`config.mk`:
```
export PLATFORM = sky130hd
export DESIGN_NAME = hazard_flush_ctrl
export DESIGN_NICKNAME = d
export VERILOG_FILES = /design/src/rtl/pipe_pkg.sv /design/src/rtl/hz_scoreboard.sv /design/src/rtl/hazard_flush_ctrl.sv
export SDC_FILE = /design/constraint.sdc
export NUM_CORES = 1
export LEC_CHECK = 0
export ABC_CLOCK_PERIOD_IN_PS = 4200
export CAP_MARGIN = 20
export CORE_MARGIN = 2
export CORE_UTILIZATION = 45
export CTS_CLUSTER_DIAMETER = 40
export DETAILED_ROUTE_END_ITERATION = 10
export PLACE_DENSITY = 0.75
export SKIP_LAST_GASP = 1
export SLEW_MARGIN = 20
export SYNTH_ARGS = -nofsm -noshare
export SYNTH_HDL_FRONTEND = slang
export SYNTH_SLANG_ARGS = --single-unit
```
`constraint.sdc`:
```
create_clock -name clk -period 4.2 [get_ports clk]
set_input_delay 1.05 -clock clk [delete_from_list [all_inputs] [get_ports clk]]
set_output_delay 1.05 -clock clk [all_outputs]
set_load 0.03 [all_outputs]
```
`src/rtl/pipe_pkg.sv`:
```
// Shared pipeline control types: FSM states, scoreboard entries and forwarding selects.
package pipe_pkg;

  localparam int unsigned RD_W     = 5;
  localparam logic [6:0]  OPC_LOAD = 7'b0000011;

  typedef enum logic [1:0] {
    RUN    = 2'd0,
    SQUASH = 2'd1,
    WAIT   = 2'd2
  } hz_state_e;

  typedef struct packed {
    logic            valid;
    logic [RD_W-1:0] rd;
    logic            is_load;
  } sb_entry_t;

  typedef enum logic [1:0] {
    FWD_RF    = 2'b00,
    FWD_EXMEM = 2'b01,
    FWD_MEMWB = 2'b10
  } fwd_sel_e;

  // MEM wins over WB; a load in MEM has no result yet, so it falls through to WB.
  function automatic fwd_sel_e fwd_pick(sb_entry_t mem, sb_entry_t wb, logic [RD_W-1:0] rs);
    fwd_pick = FWD_RF;
    if (rs != '0) begin
      if (mem.valid && !mem.is_load && (mem.rd == rs)) fwd_pick = FWD_EXMEM;
      else if (wb.valid && (wb.rd == rs))              fwd_pick = FWD_MEMWB;
    end
  endfunction

endpackage

```
`src/rtl/hz_scoreboard.sv`:
```
// In-flight destination tracker for EX/MEM/WB plus the EX operand forwarding compare.
module hz_scoreboard
  import pipe_pkg::*;
#(
  parameter int unsigned REG_W = 5
) (
  input  logic             clk,
  input  logic             reset,
  input  logic             shift,
  input  logic             drain,
  input  sb_entry_t        id_entry,
  input  logic [REG_W-1:0] ex_rs1,
  input  logic [REG_W-1:0] ex_rs2,
  output sb_entry_t        ex_entry,
  output logic [1:0]       fwd_a,
  output logic [1:0]       fwd_b
);

  sb_entry_t ex_q, mem_q, wb_q;

  // Shift with the pipe; drain only moves the back end and leaves a bubble in EX.
  always_ff @(posedge clk or posedge reset) begin
    if (reset) begin
      ex_q  <= '0;
      mem_q <= '0;
      wb_q  <= '0;
    end else if (shift) begin
      ex_q  <= id_entry;
      mem_q <= ex_q;
      wb_q  <= mem_q;
    end else if (drain) begin
      ex_q  <= '0;
      mem_q <= ex_q;
      wb_q  <= mem_q;
    end
  end

  assign ex_entry = ex_q;

  always_comb begin
    fwd_a = fwd_pick(mem_q, wb_q, RD_W'(ex_rs1));
    fwd_b = fwd_pick(mem_q, wb_q, RD_W'(ex_rs2));
  end

endmodule

```
`src/rtl/hazard_flush_ctrl.sv`:
```
// Pipeline hazard/flush controller: RUN/SQUASH/WAIT FSM, load-use bubble and scoreboard hookup.
module hazard_flush_ctrl
  import pipe_pkg::*;
#(
  parameter int unsigned FLUSH_CYCLES = 2,
  parameter int unsigned REG_W        = 5
) (
  input  logic             clk,
  input  logic             reset,
  input  logic [REG_W-1:0] id_rs1,
  input  logic [REG_W-1:0] id_rs2,
  input  logic             id_uses_rs1,
  input  logic             id_uses_rs2,
  input  logic [REG_W-1:0] id_rd,
  input  logic             id_reg_write,
  input  logic             id_is_load,
  input  logic [REG_W-1:0] ex_rs1,
  input  logic [REG_W-1:0] ex_rs2,
  input  logic             ex_redirect,
  input  logic             mem_busy,
  output logic             flag,
  output logic             pc_replace,
  output logic             if_id_hold,
  output logic             pc_hold,
  output logic [1:0]       fwd_a,
  output logic [1:0]       fwd_b,
  output logic [1:0]       state_dbg
);

  localparam logic [1:0] S_RUN    = RUN;
  localparam logic [1:0] S_SQUASH = SQUASH;
  localparam logic [1:0] S_WAIT   = WAIT;
  localparam logic [1:0] CNT_LOAD = 2'(FLUSH_CYCLES - 1);

  logic [1:0] state, state_d;
  logic [1:0] saved, saved_d;
  logic [1:0] cnt, cnt_d;
  logic       pend, pend_d;
  logic       load_use;
  sb_entry_t  id_entry, ex_entry;

  always_ff @(posedge clk or posedge reset) begin
    if (reset) begin
      state <= S_RUN;
      saved <= S_RUN;
      cnt   <= '0;
      pend  <= 1'b0;
    end else begin
      state <= state_d;
      saved <= saved_d;
      cnt   <= cnt_d;
      pend  <= pend_d;
    end
  end

  // Load-use only matters when nothing of higher priority is happening this cycle.
  always_comb begin
    load_use = ex_entry.valid && ex_entry.is_load && (ex_entry.rd != '0) &&
               ((id_uses_rs1 && (RD_W'(id_rs1) == ex_entry.rd)) ||
                (id_uses_rs2 && (RD_W'(id_rs2) == ex_entry.rd))) &&
               !ex_redirect && !mem_busy;
  end

  // Next state and decoded controls.
  always_comb begin
    state_d    = state;
    saved_d    = saved;
    cnt_d      = cnt;
    pend_d     = pend;
    flag       = 1'b0;
    pc_replace = 1'b1;
    if_id_hold = 1'b0;
    pc_hold    = 1'b0;

    case (state)
      S_WAIT: begin
        if (ex_redirect) pend_d = 1'b1;
        if (!mem_busy) begin
          pend_d = 1'b0;
          if (pend || ex_redirect) begin
            state_d = S_SQUASH;
            cnt_d   = CNT_LOAD;
          end else begin
            state_d = saved;
          end
        end
      end
      S_RUN, S_SQUASH: begin
        if ((state == S_SQUASH) && (cnt != '0)) cnt_d = cnt - 2'd1;
        if (ex_redirect && mem_busy) begin
          state_d = S_WAIT;
          pend_d  = 1'b1;
        end else if (ex_redirect) begin
          state_d = S_SQUASH;
          cnt_d   = CNT_LOAD;
        end else if (mem_busy) begin
          // This squash cycle already counted; resume with whatever is left.
          state_d = S_WAIT;
          saved_d = ((state == S_SQUASH) && (cnt != '0)) ? S_SQUASH : S_RUN;
        end else if ((state == S_SQUASH) && (cnt == '0)) begin
          state_d = S_RUN;
        end
      end
      default: state_d = S_RUN;
    endcase

    if (!reset) begin
      case (state)
        S_SQUASH: begin
          flag       = 1'b1;
          pc_replace = 1'b1;
        end
        S_WAIT: begin
          pc_replace = 1'b0;
          if_id_hold = 1'b1;
          pc_hold    = 1'b1;
        end
        default: begin
          flag       = 1'b1;
          pc_replace = load_use;
          if_id_hold = load_use;
          pc_hold    = load_use;
        end
      endcase
    end
  end

  always_comb begin
    id_entry.valid   = !pc_replace && id_reg_write && (id_rd != '0);
    id_entry.rd      = RD_W'(id_rd);
    id_entry.is_load = id_is_load;
  end

  hz_scoreboard #(.REG_W(REG_W)) u_sb (
    .clk      (clk),
    .reset    (reset),
    .shift    (flag),
    .drain    (!flag && (state != S_WAIT) && !reset),
    .id_entry (id_entry),
    .ex_rs1   (ex_rs1),
    .ex_rs2   (ex_rs2),
    .ex_entry (ex_entry),
    .fwd_a    (fwd_a),
    .fwd_b    (fwd_b)
  );

  assign state_dbg = state;

endmodule
```
# == Word-level counts from Yosys, hierarchy flattened ==
# Index checks and enable logic that the tools add are counted.
# totals
ff_bits,27
out_inout_bits,10
wordCells,106
in_bits,33
# classes
add_sub_neg,1
bitwise_logic,2
mux,36
reduce_logical,41
eq_ne,14
# op_table
cell,count
two-way mux 7 bit,6
two-way mux 2 bit,17
== test 5 bit,6
nonzero test 5 bit,4
logical AND 1 bit,19
two-way mux 1 bit,8
"inequality test 2 bit, second input constant",4
case mux 2 bit (2 select lines),2
logical NOT 1 bit,6
case mux 1 bit (2 select lines),3
AND reduction 3 bit,2
nonzero test 2 bit,3
"inequality test 5 bit, second input constant",1
logical NOT 2 bit,2
AND reduction 4 bit,1
"inequality test 3 bit, second input constant",1
"== test 2 x 1 -> 1 bit, second input constant",1
"== test 2 bit, second input constant",1
logical OR 1 bit,2
NOT 1 bit,2
AND reduction 2 bit,1
OR reduction 2 bit,1
"subtractor 2 x 1 -> 2 bit, second input constant",1

# == Longest topological paths before layout ==
# logic_depth
depth_word,12
ltp_mapped,6
mapped_depth_nobuf,6

# == By module ==
# A second synthesis with hierarchy kept.
# hier_totals
cells_unflattened,166
hier_area_um2,1655.3
# by_module_without_submodules
module,cells_each,area_each_um2,seq_area_each_um2,instances
hz_scoreboard,93,1043.5,500.5,1
hazard_flush_ctrl,73,611.8,150.1,1

# == Least setup slack after synthesis ==
# Ideal clock, no wire load.
# synth_timing
path_type,input to output
start,input id_rs1[3]
end,output pc_hold
required_ns,3.150
arrival_time_ns,2.764
path_slack_ns,0.386
cell_stages,5
path_buffers,1
path_cell_list,xor2_1 nor4_1 a32oi_1 o31ai_1 buf_4
# synth_between
elab_chain_len,8
# synth_lines
element,line,source
"start, declared",hazard_flush_ctrl.sv:10,"input logic [REG_W-1:0] id_rs1,"
== test 5 bit,hazard_flush_ctrl.sv:59,((id_uses_rs1 && (RD_W'(id_rs1) == ex_entry.rd)) ||
logical AND 1 bit,hazard_flush_ctrl.sv:59,
logical OR 1 bit,hazard_flush_ctrl.sv:59,
logical AND 1 bit,hazard_flush_ctrl.sv:58,load_use = ex_entry.valid && ex_entry.is_load && (ex_entry.rd != '0) &&
logical AND 1 bit,hazard_flush_ctrl.sv:60,(id_uses_rs2 && (RD_W'(id_rs2) == ex_entry.rd))) &&
logical AND 1 bit,hazard_flush_ctrl.sv:61,!ex_redirect && !mem_busy;
case mux 1 bit (2 select lines),-,
two-way mux 1 bit,-,
"end, declared",hazard_flush_ctrl.sv:24,"output logic pc_hold,"
# No other way between the ends.

# == Worst setup path in the final report ==
# layout_timing
start,input ex_rs1[2]
end,output fwd_a[1]
# layout_between
elab_chain_len,5
elab_cells_between_ends,8
cone_classes,eq/ne: 2; mux: 3; reduce/logical: 3
# layout_lines
element,line,source
"start, declared",hazard_flush_ctrl.sv:17,"input logic [REG_W-1:0] ex_rs1,"
== test 5 bit,pipe_pkg.sv:30,else if (wb.valid && (wb.rd == rs)) fwd_pick = FWD_MEMWB;
logical AND 1 bit,pipe_pkg.sv:30,
two-way mux 2 bit,pipe_pkg.sv:30,
two-way mux 2 bit,pipe_pkg.sv:29,if (mem.valid && !mem.is_load && (mem.rd == rs)) fwd_pick = FWD_EXMEM;
two-way mux 2 bit (*),pipe_pkg.sv:28,if (rs != '0) begin
"end, declared",hazard_flush_ctrl.sv:25,"output logic [1:0] fwd_a,"
# Every way passes the cells marked *; elsewhere a longest branch is shown, timed or not.

==> flow_results.org <==
** Outcome
- The run finished with clean final reports.

** Route
- Via-to-Cell Ratio :: 5.312
- Dividing the detail-routed wire length by the instance count gives 14.60 um.
- Detailed router's first-iteration violation count :: 80
- After detailed routing, the total wire length is 3606 um.
- Drt pass-1 iters :: 4
- The final route contains 1312 vias.
- Number of design rule violations left after detail routing :: 0
- Final antenna-violating net count :: 0

** Worst setup path
- In this design, the critical path's most frequently occurring cell is sky130_fd_sc_hd__clkdlybuf4s50_1.
- Kind of launch point of the worst setup path :: input pin
- The setup check on the worst reg-to-reg path leaves a slack of 2.35 ns.
- For this run, the slowest stage of the critical path takes 0.58 ns.
- Arrival @ worst endpoint :: 3.04 ns
- Cell-by-cell listing of the critical path :: clkdlybuf4s50_1, or4_1, a21oi_1, nor4_1, and4_1, clkdlybuf4s50_1
- Worst setup EP type :: output port
- Critical-path maximum fanout :: 3
- Setup CP Type :: input pin to output port
- CP max-delay cell :: sky130_fd_sc_hd__clkdlybuf4s50_1
- STA puts the critical path data required time at 3.15 ns.

** Final layout
- From synthesis to final layout, the design area changed by 33.05%.
- 0 antenna diodes ended up in the layout.
- Cells with a size suffix above 1 make up 15.42% of the layout.
- Leading cell types in the layout, fill and taps excluded :: sky130_fd_sc_hd__clkdlybuf4s50_1, sky130_fd_sc_hd__dfrtp_1, sky130_fd_sc_hd__xor2_1
- Utilization after layout :: 63.46%
- For this run, the post-layout net count is 240.
- Leading cell type in the layout, fill and taps excluded :: sky130_fd_sc_hd__clkdlybuf4s50_1

** Global route
- Largest net degree at the start of global routing :: 28
- The first global-routing pass estimated 6175 um of wire.
- For this run, the total global-route usage over all layers was measured as 19.52%.
- The initial antenna violation count is 0.
- Vias in the first global route :: 1313
- Total overflow reported by the global router :: 0

** Floorplan
- In this run the horizontal extent of the chip is 63.94 um.
- Initial standard-cell utilization of the core :: 47.69%
- In this run the core area contains 21 standard-cell rows.
- Area inside the core boundary :: 0.003390 mm^2
- In this run the vertical extent of the chip is 63.94 um.
- The die covers 0.004088 mm^2.
- In this run the count of I/O pins placed on the die edge is 43.

** Synthesis
- In the post-synthesis netlist, the biggest area contributors are sky130_fd_sc_hd__dfrtp_1, sky130_fd_sc_hd__mux2_2, sky130_fd_sc_hd__xor2_1.
- Proportion of synthesized chip area in sequential cells :: 40.25%
- Net count after synthesis :: 193
- In the synthesized netlist, the number of instances is 155.
- For this run, the leading register cell type out of synthesis is sky130_fd_sc_hd__dfrtp_1.
- EDFF count, synth :: 0
- Share of synthesized registers carrying an async set or reset :: 100.0%
- The Yosys step of the flow raised 0 warnings.
- Post-synth cell types :: 36
- Number of synthesized register bits :: 26
- Area leader, netlist :: sky130_fd_sc_hd__dfrtp_1
- In this run the mean area of a mapped cell was 10.43 um^2.
- The synthesized design devotes to its leading area cell type 40.25% of total area.
- Mapped Area :: 0.001617 mm^2

** Clocking
- CTS tree :: yes
- Library cell used as clock root buffer :: sky130_fd_sc_hd__clkbuf_4
- The number of clock buffers added by TritonCTS is 3.
- H-Tree Level Count :: 1
- Clock-pin slew was measured on the worst setup and hold paths at 0.14 ns.
- Maximum clock insertion buffer count :: 2
- After clock tree synthesis, the setup repair step added 0 buffers.
- Clock Sink Count :: 26
- Skew-Pair Late Insertion Delay :: 0.32 ns

** Min path
- Worst hold-check path type :: flop to flop

** STA
- Final hold viol count :: 0
- Setup violations remaining at the end of the flow were counted as 0.
- Setup total negative slack on the finished layout was measured at 0 ns.
- The worst pin sits at a relative slew slack of 74.55%.
- Across the routed clock network, the largest skew measured is 0.001096 ns.
- Number of max-slew violations in the final report :: 0
- Maximum clock rate :: 244.4 MHz
- Setup repair after global routing left no endpoint under its margin.
- Part of the cycle the worst path needs :: 97.44%
- At the pin with the least slew margin, the transition time is 0.3804 ns.
- The worst path needs 4.092 ns of the cycle, external delays included.

** Placed design
- IO buf count :: 42
- At the end of routability-driven placement, the weighted congestion stood at 0.8189.
- Detailed placement ended at an HPWL of 2983 um.

** Power and ir drop
- For this design the ratio of total power to cell area is 588.0 mW/mm^2.
- Leakage power total :: 0.9082 nW
- Worst ir drop on vdd :: 0.2577 mV

** Job
- Max-cap check violation count :: 0
[cells by family (layout without fill, tap and decap cells)]
| kind of cell | after synthesis | count (layout) | synth area share, % |
|---|---|---|---|
| AO/OA/AOI/OAI | 20 | 20 | 8.515 |
| XOR/XNOR | 29 | 29 | 15.71 |
| adder cells (fa/ha/maj) | 5 | 5 | 3.870 |
| buffers and inverters | 9 | 55 | 2.477 |
| flip-flops | 26 | 26 | 40.25 |
| multiplexers | 19 | 19 | 13.24 |
| AND/OR/NAND/NOR | 47 | 47 | 15.94 |
[Yosys cell counts (all sizes together) (3+ instances only)]
cell type,count
buf,3
nor4,7
dfrtp,26
nor2,12
and2,3
nand2,5
xor2,22
or4,3
nand2b,4
a21oi,4
nand3,3
xnor2,7
mux2,19
ha,5
inv,5
o21ai,5
nor3,4
[area by class of cell]
cell class                      instances  area (um^2)
Sequential cell                        26        650.6
Fill cell                             294         1239
Clock inverter                          1        30.03
Inverter                                5        18.77
Clock buffer                            3        22.52
Timing Repair Buffer                   46        445.4
Multi-Input combinational cell        120        925.9
Tap cell                               46        57.56
[layer usage]
layer	up-vias	track usage (%)	share of wire, %
met5	-	0	0
met4	0	5.163	1.0
met3	4	3.345	4.0
met2	33	35.29	53
met1	632	23.78	42
li1	643	-	-
[worst max-delay path, delay by kind of cell]
family | cells | cell delay [ns]
AO/OA/AOI/OAI | 1 | 0.14
buffers and inverters | 2 | 1.05
AND/OR/NAND/NOR | 3 | 0.80
[final timing paths]
check,start,end,cells after the start
setup / recovery,ex_rs1[2],fwd_a[1],6
hold / removal,u_sb.mem_q[0],u_sb.mem_q[0],1
setup reg to reg,state_dbg[0],u_sb.ex_entry[6],7
hold reg to reg,u_sb.mem_q[0],u_sb.mem_q[0],1
max in group asynchronous,reset,cnt[1],3
min in group asynchronous,reset,u_sb.ex_entry[6],3
[timing repair]
action                                  CTS  global route
resized for setup                         0             1
endpoints found under the setup margin    0             1
hold buffers                              0             0
[registers in the layout, indices dropped and copies added, names as in the netlist]
signal and cells:
cnt 2, pend 1, saved 1, state_dbg 2
u_sb.ex_entry 7, u_sb.mem_q 7, u_sb.wb_q 6
[through the flow]
step                instance area (um^2)  hold slack (ns)  setup slack [ns]  total power, W  std cells
detailed placement                  2096           0.4986           0.08833        0.001104        243
finish                              2151           0.5274            0.1075        0.001265        247
global route                        2151           0.5459           0.02627        0.001364        247
global placement                    2096           0.4836            0.1288        0.001071        243
CTS                                 2148           0.5306           0.08370        0.001275        247
floorplan                           1617           0.4641            0.3862       0.0009108        155
[power breakdown]
part           switching (W)  total [W]  internal [W]
Combinational       0.000260   0.000569      0.000309
Sequential          0.000155   0.000525      0.000370
Clock              0.0000741   0.000171     0.0000965
Total               0.000489    0.00126      0.000776
No activity file was read; power rests on OpenSTA's default activity.
